**src/rtl/div_repsub_if.sv**
```systemverilog
// Operand/result bundle shared with the repeated-addition multiplier.
// Optional divide-by-zero flag dz exists only when DIV_ZERO_FLAG_EN is defined.
interface div_repsub_if #(
  parameter int WIDTH = 16
);
  logic             start;
  logic [WIDTH-1:0] din;
  logic             busy;
  logic             done;
  logic [WIDTH-1:0] quot;
  logic [WIDTH-1:0] rem;
`ifdef DIV_ZERO_FLAG_EN
  logic             dz;

  modport master (output start, din, input busy, done, quot, rem, dz);
  modport slave  (input start, din, output busy, done, quot, rem, dz);
`else
  modport master (output start, din, input busy, done, quot, rem);
  modport slave  (input start, din, output busy, done, quot, rem);
`endif
endinterface

```
**src/rtl/div_repsub.sv**
```systemverilog
// Sequential unsigned divider by repeated subtraction; dividend then divisor on din.
// Build macro DIV_ZERO_FLAG_EN adds the dz divide-by-zero flag output.
module div_repsub #(
  parameter int WIDTH = 16
) (
  input logic         clk,
  input logic         rst,
  div_repsub_if.slave bus
);

  typedef enum logic [4:0] {
    IDLE   = 5'b00001,
    LOAD_A = 5'b00010,
    LOAD_B = 5'b00100,
    SUB    = 5'b01000,
    DONE   = 5'b10000
  } state_t;

  state_t           state;
  logic [WIDTH-1:0] a;
  logic [WIDTH-1:0] b;
  logic [WIDTH-1:0] q;
  logic [WIDTH-1:0] r;
  logic             busy_r;
  logic             done_r;
  logic             b_zero;

  assign b_zero = (b == '0);

  always_ff @(posedge clk or negedge rst) begin
    if (!rst) begin
      state  <= IDLE;
      a      <= '0;
      b      <= '0;
      q      <= '0;
      r      <= '0;
      busy_r <= 1'b0;
      done_r <= 1'b0;
    end else begin
      case (state)
        IDLE: begin
          if (bus.start) begin
            state  <= LOAD_A;
            busy_r <= 1'b1;
          end
        end
        LOAD_A: begin
          a     <= bus.din;
          state <= LOAD_B;
        end
        LOAD_B: begin
          b     <= bus.din;
          r     <= a;
          q     <= '0;
          state <= SUB;
        end
        SUB: begin
          // Compare guards the subtract, so R never underflows and Q never wraps.
          if (!b_zero && (r >= b)) begin
            r <= r - b;
            q <= q + WIDTH'(1);
          end else begin
            state  <= DONE;
            busy_r <= 1'b0;
            done_r <= 1'b1;
          end
        end
        DONE: begin
          done_r <= 1'b0;
          if (bus.start) begin
            state  <= LOAD_A;
            busy_r <= 1'b1;
          end else begin
            state <= IDLE;
          end
        end
        default: begin
          state  <= IDLE;
          busy_r <= 1'b0;
          done_r <= 1'b0;
        end
      endcase
    end
  end

  assign bus.busy = busy_r;
  assign bus.done = done_r;

  // Results are visible only during the done strobe; divide-by-zero reports all ones.
  assign bus.quot = done_r ? (b_zero ? '1 : q) : '0;
  assign bus.rem  = done_r ? r : '0;

`ifdef DIV_ZERO_FLAG_EN
  assign bus.dz = done_r & b_zero;
`endif

endmodule

```
**src/flat_wrapper.sv**
```systemverilog
// flat-port wrapper written by rule: the top's interface ports become plain ports
module div_repsub_flat 
#(
  parameter int WIDTH = 16
)
  (clk, rst, bus_start, bus_din, bus_busy, bus_done, bus_quot, bus_rem);
  div_repsub_if #(.WIDTH(WIDTH)) bus_i ();
  input logic clk;
  input logic rst;
  input wire logic [$bits(bus_i.start)-1:0] bus_start;
  input wire logic [$bits(bus_i.din)-1:0] bus_din;
  output wire logic [$bits(bus_i.busy)-1:0] bus_busy;
  output wire logic [$bits(bus_i.done)-1:0] bus_done;
  output wire logic [$bits(bus_i.quot)-1:0] bus_quot;
  output wire logic [$bits(bus_i.rem)-1:0] bus_rem;
  assign bus_i.start = bus_start;
  assign bus_i.din = bus_din;
  assign bus_busy = bus_i.busy;
  assign bus_done = bus_i.done;
  assign bus_quot = bus_i.quot;
  assign bus_rem = bus_i.rem;
  div_repsub #(.WIDTH(WIDTH)) u_core (.clk(clk), .rst(rst), .bus(bus_i));
endmodule
```
**config.mk**
```make
export PLATFORM = sky130hd
export DESIGN_NAME = div_repsub_flat
export DESIGN_NICKNAME = d
export VERILOG_FILES = /design/src/rtl/div_repsub_if.sv /design/src/rtl/div_repsub.sv /design/src/flat_wrapper.sv
export SDC_FILE = /design/constraint.sdc
export NUM_CORES = 1
export LEC_CHECK = 0
export CAP_MARGIN = 10
export CORE_ASPECT_RATIO = 0.8
export CORE_MARGIN = 2
export CORE_UTILIZATION = 58
export DETAILED_ROUTE_END_ITERATION = 10
export DONT_BUFFER_PORTS = 1
export PLACE_DENSITY = 0.76
export SYNTH_ARGS = -nofsm -noshare
export SYNTH_HDL_FRONTEND = slang
export SYNTH_SLANG_ARGS = --single-unit
export TNS_END_PERCENT = 100
```
**constraint.sdc**
```tcl
create_clock -name clk -period 2.44 [get_ports clk]
set_input_delay 0.122 -clock clk [delete_from_list [all_inputs] [get_ports clk]]
set_output_delay 0.122 -clock clk [all_outputs]
set_load 0.01 [all_outputs]
```
==> out/summary.txt <==
Clock root buffer: clkbuf_8
DP Worst Slack: -29.6 ps
Initial Util: 58.9%
Syn Inst Count: 514
CP Class: flip-flop to flip-flop
Routed vias/inst: 6.10
DRC: 0
CP required: 2660 ps
Clock transition at the registers of the reported paths: 80 ps
DP Area: 4430 um2
Clock buffer depth: 2
Status: finished clean
Max FO, Critical Path: 8
Crit path largest cell delay: 390 ps
Sw Ratio: 40.1%
Syn-to-layout area delta: 13.8%
Top-level I/O count: 53
Sequential fraction of the synthesis area: 41.5%
Hold Slack: 77.3 ps
I/O Buffers: 0
Mapped Avg Cell Area: 8.34 um2
Fin. Hold Viols: 0
Post-synth ARST share: 100%
Antenna violations before repair: 0
Final setup fails: 0
Warnings, synthesis: 0
Static leakage: 2.21 nW
Initial DRC Count: 205
PwrDens: 994 nW/um2
Final non-filler cell area: 4880 um2
Total Routing Usage GR: 28.0%
Synth Register Bits: 71
WL final: 10600 um
Number of buffers created by CTS: 9
HP Class: input port to flip-flop
Clock Sinks: 71
Largest net degree at the start of global routing: 72
Vias: 3868
Final Max Slew Viols: 0
MaxCap Viol Count: 0
Number of global-route vias before repair: 3680
Relative slew slack: 53.2%
RePlAce Congestion: 0.911
Sw power: 1.95 mW
Die width: 100 um
Placed insts: 595
Fmax: 423 MHz
Core ar.: 7290 um2
Max VDD drop: 0.590 mV
Tcrit/Tclk final: 96.9%
Avg WL per Cell: 16.7 um
Clk Latency, worst-skew pair: 340 ps
Worst-path cell chain: inv_1, ha_1, a211o_1, o211a_1, a2111oi_2, a21o_1, inv_4, o32a_1
Worst path bufs/invs: 2
Setup crit end kind: flip-flop
Share of cells above drive strength 1: 10.3%
Die footprint: 8100 um2
Cell Area, Synth: 4290 um2
Rows: 28
Wire length of the first global-routing pass: 17900 um
Post-synth EDFFs: 0
Clock power share: 17.4%
Commonest register cell after synthesis: dfrtp_1
Internal Pwr Total: 2.91 mW
Setup crit start kind: flip-flop
Clock skew: 9.42 ps
Sequential share of power: 38.1%
ANT cells: 0
Gate power share: 44.5%
Final net count: 576
H-tree levels: 3
Cell variety after synth: 54
Dpl hpwl: 7480 um
Syn nets: 551
Fin crit period: 2370 ps
Chip Height: 80.9 um
Least-Margin Pin Slew: 702 ps
DRT Pass-1 Iters: 4
GR Overflow Total: 0
Top delay family on crit path: compound AO/OA/AOI/OAI gates
Data arrival, critical path: 2580 ps
CTS tree: built
Count of non-filler cells in the finished layout: 634
Slowest cell on crit path: dfrtp_1
ANT nets after route: 0
Setup slack after layout: 74.7 ps
==> final timing paths <==
check	from	cells past startpoint	end	slack, ps
max	u_core.b[13]$_DFFE_PN0P_	8	u_core.bus.busy$_DFFE_PN0P_	70
max in group asynchronous	rst	2	u_core.a[14]$_DFFE_PN0P_	1800
min reg2reg	u_core.a[7]$_DFFE_PN0P_	2	u_core.a[7]$_DFFE_PN0P_	480
min in group asynchronous	rst	2	u_core.state[1]$_DFFE_PN0P_	330
min	bus_start	2	u_core.state[1]$_DFFE_PN0P_	80
max reg2reg	u_core.b[13]$_DFFE_PN0P_	8	u_core.bus.busy$_DFFE_PN0P_	70
==> final cells by class <==
type / count / area, um2
Clock buffer: 15 / 166
Clock inverter: 1 / 5.00
Fill cell: 621 / 2400
Inverter: 21 / 81.3
Multi-Input combinational cell: 391 / 2310
Sequential cell: 71 / 1780
Tap cell: 90 / 113
Timing Repair Buffer: 45 / 429
==> repair_timing <==
item                                    CTS  global route
gates cloned                              0             0
pin swaps                                 0             3
buffers inserted                          0             5
hold buffers                             18             0
endpoints found under the setup margin   13            21
gates resized for setup                   1            10
hold endpoints to repair                103             0
==> placed cells by master, fill, tap and decap left out, types with 3 or more instances in the layout <==
| master | Yosys | layout |
|---|---|---|
| o21ai_1 | 10 | 9 |
| a21o_1 | 7 | 7 |
| o21ai_0 | 39 | 39 |
| dfrtp_1 | 70 | 70 |
| o211ai_1 | 3 | 3 |
| and3_1 | 6 | 6 |
| xnor2_1 | 9 | 9 |
| nand2_1 | 104 | 104 |
| nand2b_1 | 3 | 3 |
| ha_1 | 17 | 15 |
| nand3b_1 | 5 | 5 |
| nor4_1 | 11 | 11 |
| a21oi_1 | 33 | 31 |
| nor2_1 | 27 | 27 |
| inv_1 | 20 | 19 |
| nand4_1 | 10 | 10 |
| a31oi_1 | 17 | 17 |
| and4_1 | 3 | 3 |
| nand3_1 | 9 | 8 |
| o21a_1 | 17 | 17 |
| o31ai_1 | 5 | 5 |
| dlygate4sd3_1 | 0 | 17 |
| buf_4 | 1 | 24 |
| and2_1 | 19 | 19 |
| clkbuf_8 | 0 | 11 |
| clkbuf_1 | 16 | 4 |
| nor3_1 | 7 | 7 |
==> per-layer routing <==
metal | global-route usage (%) | vias up | part of all wire (%)
met5 | 0 | - | 0
met4 | 8.90 | 0 | 1.5
met3 | 6.45 | 15 | 6.4
met2 | 44.0 | 150 | 47
met1 | 39.0 | 1845 | 45
li1 | - | 1858 | -
==> flip-flops by register name, indices dropped and copies added, names as in the netlist <==
register / cells
u_core.bus.busy: 1
u_core.bus.done: 1
u_core.state: 5
u_core.b: 16
u_core.a: 16
u_core.r: 16
u_core.q: 16
==> worst reg2reg max path: cells and delay by family (launching register included) <==
| kind | cells | cell delay, ps |
|---|---|---|
| compound gates | 5 | 1430 |
| fa+ha+maj | 1 | 250 |
| buf+inv | 2 | 180 |
| flops | 1 | 390 |
==> through the flow <==
| stage | util [%] | TNS, ps | power (mW) |
|---|---|---|---|
| 3_5_place_dp | 60.7 | -138 | 3.88 |
| 6_report | 67.0 | 0 | 4.86 |
| 5_1_grt | 67.0 | -48.6 | 5.26 |
| 4_1_cts | 65.8 | 0 | 4.80 |
| 2_1_floorplan | - | 0 | 3.35 |
| 3_3_place_gp | 60.7 | 0 | 3.80 |
==> synthesized netlist by cell type (all sizes together) (5+ instances only) <==
master  number  share of area, %
ha          17               5.0
nand4       10               1.5
nand3b       5              0.88
and2        19               2.8
a31oi       17               2.5
a21oi       33               3.9
o31ai        5              0.88
nor3         7              0.82
and3         6              0.88
nand2      104               9.1
o21a        17               3.0
xnor2        9               1.8
clkbuf      16               1.4
nand3        9               1.1
o21ai       50               5.9
a21o         7               1.2
nor2        28               2.6
buf         15               2.2
inv         20               1.8
dfrtp       70                41
nor4        11               1.6
==> power by group through the flow <==
stage / clock network, mW / registers [mW] / logic (mW)
3_5_place_dp: 0 / 1.87 / 2.01
6_report: 0.846 / 1.85 / 2.16
4_1_cts: 0.858 / 1.85 / 2.09
5_1_grt: 0.915 / 1.90 / 2.44
3_3_place_gp: 0 / 1.85 / 1.95
2_1_floorplan: 0 / 1.75 / 1.60
==> cells by family (layout without fill, tap and decap cells) <==
group / count (synthesis) / count (layout) / synth area share, %
AO/OA/AOI/OAI: 149 / 149 / 21.6
XOR/XNOR: 11 / 11 / 2.25
adder cells (fa/ha/maj): 18 / 18 / 5.43
buffers and inverters: 52 / 82 / 5.43
flip-flops: 71 / 71 / 41.5
multiplexers: 1 / 1 / 0.263
AND/OR/NAND/NOR: 212 / 212 / 23.5
(Power assumes the default switching activity.)
